**config.mk**
```make
export PLATFORM = sky130hd
export DESIGN_NAME = demux1_8_serial_rx
export DESIGN_NICKNAME = d
export VERILOG_FILES = /design/src/rtl/demux1_8_serial_rx.sv
export SDC_FILE = /design/constraint.sdc
export NUM_CORES = 1
export LEC_CHECK = 0
export ABC_CLOCK_PERIOD_IN_PS = 1990
export BUFFER_PORTS_ARGS = -buffer_cell sky130_fd_sc_hd__clkbuf_2
export CAP_MARGIN = 20
export CORE_ASPECT_RATIO = 0.8
export CORE_UTILIZATION = 45
export DETAILED_ROUTE_END_ITERATION = 6
export PLACE_DENSITY = 0.71
export SLEW_MARGIN = 0
export SYNTH_ARGS = -nofsm -noshare
export SYNTH_HDL_FRONTEND = slang
export SYNTH_SLANG_ARGS = --single-unit
```
**constraint.sdc**
```tcl
create_clock -name clk -period 1.99 [get_ports clk]
set_input_delay 0.4975 -clock clk [delete_from_list [all_inputs] [get_ports clk]]
set_output_delay 0.4975 -clock clk [all_outputs]
set_load 0.02 [all_outputs]
```
**src/rtl/demux1_8_serial_rx.sv**
```systemverilog
// Serial-to-parallel frame receiver: rebuilds N-bit words from a one-bit-per-beat
// stream, using sof for alignment and flagging framing violations.
module demux1_8_serial_rx #(
  parameter int N  = 8,
  parameter int SW = 3
) (
  input  logic          clk,
  input  logic          rst_n,
  input  logic          in_valid,
  input  logic          in_bit,
  input  logic          sof,
  output logic [N-1:0]  out,
  output logic          out_valid,
  output logic [SW-1:0] s,
  output logic          locked,
  output logic          sync_err
);

  typedef enum logic {HUNT, LOCKED} state_e;

  state_e        state_q, state_d;
  logic [SW-1:0] s_q, s_d;
  logic [N-1:0]  shadow_q, shadow_d;
  logic [N-1:0]  out_q, out_d;
  logic          out_valid_q, out_valid_d;
  logic          sync_err_q, sync_err_d;

  always_comb begin
    state_d     = state_q;
    s_d         = s_q;
    shadow_d    = shadow_q;
    out_d       = out_q;
    out_valid_d = 1'b0;
    sync_err_d  = 1'b0;
    if (in_valid) begin
      case (state_q)
        HUNT: begin
          if (sof) begin
            shadow_d[0] = in_bit;
            s_d         = SW'(1);
            state_d     = LOCKED;
          end
        end
        LOCKED: begin
          if (sof) begin
            // An sof anywhere but slot 0 drops the partial frame and realigns here.
            sync_err_d  = (s_q != '0);
            shadow_d[0] = in_bit;
            s_d         = SW'(1);
          end else if (s_q == '0) begin
            sync_err_d = 1'b1;
            state_d    = HUNT;
            s_d        = '0;
          end else begin
            shadow_d[s_q] = in_bit;
            s_d           = s_q + SW'(1);
            if (&s_q) begin
              out_d       = {in_bit, shadow_q[N-2:0]};
              out_valid_d = 1'b1;
            end
          end
        end
        default: state_d = HUNT;
      endcase
    end
  end

  always_ff @(posedge clk or negedge rst_n) begin
    if (!rst_n) begin
      state_q     <= HUNT;
      s_q         <= '0;
      shadow_q    <= '0;
      out_q       <= '0;
      out_valid_q <= 1'b0;
      sync_err_q  <= 1'b0;
    end else begin
      state_q     <= state_d;
      s_q         <= s_d;
      shadow_q    <= shadow_d;
      out_q       <= out_d;
      out_valid_q <= out_valid_d;
      sync_err_q  <= sync_err_d;
    end
  end

  assign out       = out_q;
  assign out_valid = out_valid_q;
  assign s         = s_q;
  assign locked    = (state_q == LOCKED);
  assign sync_err  = sync_err_q;

endmodule

```
==> summary by stage, run 1 <==
Run status
The flow ran to the end, and the final reports show no timing, DRC or antenna violations.

Drt
In the routed layout, each cell is associated on average with a via count of roughly 5.3. The routed design has between 1500 and 2000 um of wire. In this run, the number of DRC markers left after iteration 0 of detailed routing was 7. The number of routed nets with antenna violations is 0. In the final routed layout, each cell accounts on average for ~13 um. The total via count in the routed design is 697. The DRC violation count after routing is 0.

The first-pass iteration count of the detailed router is 4.

Layout
The net count of the finished layout is 119. The synthesis-to-layout area growth is 17.2%. The number of antenna cells inserted is 0.

Measured on the finished design, the core utilization comes to 59.1%. In the final layout, the share of cells above drive strength 1 is about 40%. Leaving out fill and tap cells, the most frequent cells in the layout are dfrtp_1, clkbuf_2, mux2_2, inv_1, nor2_1. The commonest non-fill, non-tap cell in the layout is dfrtp_1.

Floorplanning
The floorplan step defined a die boundary enclosing 2410 um^2. Measured along the y axis, the die boundary spans approximately 44 um. For this configuration, the core starts out at a cell density of 50.4%. After floorplanning, the core was divided into 14 placement rows. The die extent in x is 54.7 um. The area of the core is 1980 um^2. 19 I/O pins were placed.

Critical path
The slowest cell on the critical path is mux2_2. On the worst path, the slowest cell contributes a delay of 370 ps. The critical path required time is 2180 ps. The startpoint type of the worst setup path is a flop. Grouping stages by cell kind, the critical path spends the most delay in simple AND/OR/NAND/NOR gates. For the worst setup path, the data arrival time is 2010 ps. STA classifies the critical path endpoint as a flop. Counting stages on the worst path, the most repeated cell is ha_2. The classification of the worst setup path is flop to flop. The count of buffering cells on the critical path with inverters included is 1. The count of cells along the worst register-to-register path is 7. The critical path runs through a total of 7 cells.

The signal on the critical path passes through inv_1, ha_2, nand2b_1, ha_2, nand4_1, nor2_4, mux2_2. The maximum fanout along the worst path is 8.

Yosys
Summing every instance area after synthesis gives 998 um^2. The number of warnings issued by yosys is 0. The count of distinct cell types in the synthesized netlist is 24. Yosys attributes the largest share of cell area to dfrtp_1, mux2_2, ha_1, inv_1, and3_1. The synthesized design spends more area on one cell type than any other, namely dfrtp_1.

After synthesis the netlist holds a flip-flop and latch count of 21. The top cell type by area accounts for 52.6% of the synthesized area. The number of instances in the synthesized netlist is 84. The average instance in the mapped netlist occupies roughly 12 um^2. The post-synthesis sequential area ratio is 52.6%.

The synthesized net count is 94.

Clocking
Post-CTS timing repair inserted 0 buffers for setup. TritonCTS built the clock tree. The clock slew seen by the registers of the worst setup and hold paths is 110 ps. The number of buffers created by CTS is 3. In this run the number of H-tree levels came out at 1. The maximum number of buffers from clock root to sink is 2. Clock latency on the worst-skew pair, taken at its later pin, is about 290 ps. CTS saw 21 sinks. The CTS root buffer is clkbuf_4.

Power
The combinational share of power is 41.0%. Across the VDD grid, the largest voltage drop is 710 uV. The share of total power dissipated in the clock network is 14.5%. For this design the static power due to leakage is roughly 0.60 nW.

The fraction of power consumed by sequential logic is 44.5%. Dividing total power by cell area gives a power density of around 1100 nW/um^2. The net switching power of the design is 0.501 mW. The internal power of the cells totals about 0.84 mW. The net switching fraction of the power is 37.3%.

Worst hold path
The type of the most critical hold path is primary input to async pin.

Global route
Global routing consumed, on the met3 layer, under 10% of the routing resources. The overall routing resource usage is 18.8%. Entering global routing, the biggest net connects 22 pins.

The number of global-route vias before repair is 676. In this run the most used layer during global routing was met2. Global routing consumed, on the met2 layer, 26.3% of the routing resources.

The number of antenna violations at the first check in global routing is 0. The total overflow left after global routing is 0. For this run, global-route usage on met1 was measured as around 26%. The first global-routing pass estimated 3100 um of wire.

Job
The tool flagged a number of max-cap violations equal to 0.

Place
Summed over all nets, the half-perimeter wirelength after detailed placement is ~1300 um. The final RePlAce weighted congestion is 0.781. The count of buffers added on input and output ports is 18.

STA
The hold violation count in the final report is 0. The clock period could shrink to 1820 ps. In the final timing run, aggregate negative setup slack is 0 ps. The worst path uses 91.6% of the clock period. Setup repair after global routing left no endpoint under its margin. The worst clock skew on the final layout is 2.15 ps. The number of slew-limit violations in the final report is 0. The slew at the pin closest to its max-slew limit is 502 ps. Derived from the worst setup path, the maximum achievable clock frequency is 0.548 GHz. The count of final setup violators is 0. The max-slew headroom at the worst pin is between 60% and 70%.
[routing by layer]
layer  routed length (um)  vias to the layer above  share of wire (%)
li1                     -                      347                  -
met1                  871                      331                 50
met2                  751                       17                 43
met3                  109                        2                6.2
met4                   18                        0                1.0
met5                    0                        -                  0
[metrics by stage]
stage               instances  hold slack (ps)  worst slack, ps  power, mW  instance area (um^2)
floorplan                  84              202             33.0      0.966                   998
global placement          128              486              204       1.13                  1140
detailed placement        128              490              153       1.15                  1140
CTS                       132              161              135       1.35                  1160
global route              132              176             14.0       1.45                  1170
finish                    132              144              167       1.35                  1170
[state kept, by name, summed over array words and instances (netlist names)]
name / cells
out: 8
locked: 1
out_valid: 1
sync_err: 1
shadow_q: 7
s: 3
[power by group through the flow]
stage	clock network, mW	logic [mW]	registers [mW]
finish	0.195	0.551	0.599
global route	0.224	0.609	0.616
CTS	0.205	0.547	0.597
detailed placement	0	0.545	0.607
global placement	0	0.530	0.605
floorplan	0	0.296	0.670
[worst paths after layout]
| check | endpoint | slack, ps | startpoint |
|---|---|---|---|
| min in group clk | out[3]$_DFFE_PN0P_ | 510 | shadow_q[3]$_DFFE_PN0P_ |
| worst min-delay path | shadow_q[0]$_DFFE_PN0P_ | 140 | rst_n |
| max in group asynchronous | out[2]$_DFFE_PN0P_ | 1510 | rst_n |
| worst max register to register | out[2]$_DFFE_PN0P_ | 170 | s[0]$_DFFE_PN0P_ |
| worst max-delay path | out[2]$_DFFE_PN0P_ | 170 | s[0]$_DFFE_PN0P_ |
| worst min register to register | out[3]$_DFFE_PN0P_ | 510 | shadow_q[3]$_DFFE_PN0P_ |
[Yosys cell counts]
| library cell | n |
|---|---|
| o211ai_1 | 1 |
| inv_1 | 6 |
| dfrtp_1 | 21 |
| nor2_4 | 1 |
| ha_1 | 5 |
| nor3_1 | 2 |
| or3_1 | 1 |
| nor2b_1 | 3 |
| mux2_2 | 14 |
| o21ai_0 | 1 |
| a31oi_1 | 1 |
| a221oi_1 | 2 |
| nand4b_1 | 1 |
| and3_1 | 3 |
| and2_1 | 1 |
| o22ai_1 | 2 |
| or2b_1 | 1 |
| nand4_1 | 3 |
| buf_2 | 2 |
| nand2b_1 | 3 |
| a32o_1 | 1 |
| a21oi_1 | 2 |
| nor2_1 | 5 |
| nand2_1 | 2 |
[final cells by class]
| type | instances | area (um^2) |
|---|---|---|
| Tap cell | 24 | 30.0 |
| Timing Repair Buffer | 22 | 120 |
| Clock buffer | 4 | 26.3 |
| Inverter | 6 | 22.5 |
| Sequential cell | 21 | 526 |
| Multi-Input combinational cell | 55 | 445 |
| Fill cell | 175 | 810 |
[timing repair]
item,in CTS,in global routing
endpoints found under the hold margin,0,0
hold buffers,0,0
resized for setup,0,2
setup endpoints to repair,0,8
[cell families (layout without fill, tap and decap cells)]
family / after synthesis / count (layout) / synth area share (%)
buffers and inverters: 8 / 32 / 3.26
and+or+nand+nor: 26 / 26 / 15.2
adders and majority gates: 5 / 5 / 6.27
muxes: 14 / 14 / 15.8
DFF: 21 / 21 / 52.6
AOI/OAI and AO/OA: 10 / 10 / 6.89
Note: power is estimated with default switching activity, not from simulation.
==> run 2, diff against run 1 <==
- ABC_CLOCK_PERIOD_IN_PS: 1990 -> 2200
- clock period: 1.99 -> 2.2 ns (I/O delays scaled with it)
==> summary by stage, run 2 (synthesized netlist as in run 1, its figures left out) <==
Drt
The wire length after detailed routing is between 1500 and 2000 um. Summing over every cut layer, the via total after detailed routing is roughly 690. The number of routed nets with antenna violations is 0. The mean routed wirelength per cell is 13.8 um. For this run, the detailed router's first-pass iteration total came to 4. The DRC violation count after routing is 0. The number of design-rule violations left by the first detailed-router iteration is 12.

Dividing the detail-routed via count by the number of cells gives approximately 5.3.

Layout
The post-route netlist has a little under two fifths of its cells at a drive strength greater than 1. The synthesis-to-layout area growth is 15.3%. The filler cells instantiated in the layout total 175. The finished layout holds 130 standard cells, fillers aside. The number of antenna cells inserted is 0. The library cells used most frequently in the layout, excluding fill and tap cells, are dfrtp_1, clkbuf_2, mux2_2, inv_1. At the end of the flow the core is filled with cells to 58.2%.

The net count of the finished layout is 117. The commonest non-fill, non-tap cell in the layout is dfrtp_1. The flip-flop count of the largest register after layout is 8.

STA
The number of slew-limit violations in the final report is 0. Setup violations remaining at the end of the flow were counted as 0. In the finished design, the share of the clock period the worst path needs comes to between 90% and 100%. Clock skew on the completed layout was measured at 6.11 ps. Setup repair after global routing left no endpoint under its margin. Timing would allow up to just under 0.5 GHz. Measured against its own limit, the worst slew margin works out to between 60% and 70%.

The hold violation count in the final report is 0. The post-layout minimum cycle time is 2030 ps. For the pin with the worst max-slew slack, the measured transition is 501 ps. The sum of negative setup slack is 0 ps. The final setup slack of the worst path is 165 ps.

Floorplanning
The effective utilization at floorplan is 50.4%. After floorplanning, the core was sized to cover between 1500 and 2000 um^2. From bottom edge to top edge, the die measures 44.1 um. The floorplan die area is about 2400 um^2. The die extent in x is ~55 um. The count of pins on the block boundary is 19. The number of rows created at floorplan is 14.

Clocking
The CTS root buffer is clkbuf_4. The later pin in the worst-skew pair is clocked with a latency of 300 ps. The number of hold buffers added after CTS is 0. In this run the post-CTS setup repair buffer count came out at 0. Clock-pin slew was measured on the worst setup and hold paths at between 100 and 150 ps. TritonCTS built the clock tree. The maximum number of buffers from clock root to sink is 2. The clock net in this run drives a total of 21 sinks.

In this run the number of H-tree levels came out at 1. In this run, post-CTS repair resized a total of 0 instances. The number of buffers created by CTS is 3.

Global route
The number of global-route vias before repair is ~650. The global route total overflow is 0. The number of antenna violations at the first check in global routing is 0. Global routing used 17.9% of the available tracks.

The first global-routing pass estimated 3010 um of wire. The largest net degree at the start of global routing is 22.

Place
Timing analysis after detailed placement gives a worst setup slack of ~180 ps. Routability-driven placement finished with a final weighted congestion of 0.855. The count of placed standard cells including taps is 126.

The number of I/O port buffers is 18. The placed wire-length estimate is 1320 um.

Power
The worst-case IR drop observed on VDD is 617 uV. Summing internal, switching and leakage power gives 1.20 mW. Dividing total power by cell area gives a power density of about 1000 nW/um^2.

For this design the static power due to leakage is between 0.5 and 0.6 nW.

Critical path
The critical path is of the flop to flop type. In this run the worst path has a maximum fanout of 8. STA classifies the critical path endpoint as a flop. The critical path required time is around 2400 ps.

The startpoint type of the worst setup path is a flop. For the worst setup path, the data arrival time is 2230 ps.

Run status
The run finished with clean final reports.

Worst hold path
The type of the most critical hold path is primary input to async pin.

Job
Max-cap violations in this run came to 0.
run 2: cell types whose count changed in the layout (fill, tap and decap cells not counted), sizes merged:
cell    previous run  this run
buf                4         2
clkbuf            22        21
clkinv             0         1
run 2: metrics by stage:
stage / hold slack, ps / instance area (um^2)
after floorplan: 254 / 998
after detailed placement: 491 / 1120
after CTS: 205 / 1150
after global placement: 482 / 1120
final: 191 / 1150
after global routing: 212 / 1150
run 2: where the power goes:
part           internal (mW)  leakage [nW]  switching (mW)
clock network         0.0678        0.0177           0.112
registers              0.477         0.279          0.0777
logic                  0.200         0.296           0.270
total                  0.745         0.592           0.459
run 2: critical path, cell delays in order (launching register included):
cell and delay [ps]:
dfrtp_1 450, inv_1 120, ha_1 240, nand2b_1 120, ha_1 210, nand4_1 160, nor2_4 250, mux2_2 370
run 2: routing by layer:
metal	vias to the layer above	global-route usage, %	wire length [um]
met5	-	0	0
met2	22	25.1	790
li1	342	-	-
met3	2	7.56	120
met4	0	5.13	20
met1	325	25.2	864
run 2: final timing paths:
kind,start,to,slack [ps],depth (start not counted)
setup / recovery,s[0]$_DFFE_PN0P_,out[3]$_DFFE_PN0P_,170,7
max in group asynchronous,rst_n,shadow_q[5]$_DFFE_PN0P_,1670,1
min in group clk,shadow_q[3]$_DFFE_PN0P_,shadow_q[3]$_DFFE_PN0P_,520,1
hold / removal,rst_n,out[2]$_DFFE_PN0P_,190,1
hold reg to reg,shadow_q[3]$_DFFE_PN0P_,shadow_q[3]$_DFFE_PN0P_,520,1
setup reg to reg,s[0]$_DFFE_PN0P_,out[3]$_DFFE_PN0P_,170,7
run 2: final cells by class:
type	instances	area (um^2)	share of cell area [%]
inverters	6	22.5	1.96
well taps	24	30.0	2.61
repair buffers	20	105	9.13
clock buffers	3	22.5	1.96
clock inverters	1	5.00	0.435
multi-input cells	55	440	38.3
flip-flops and latches	21	526	45.7
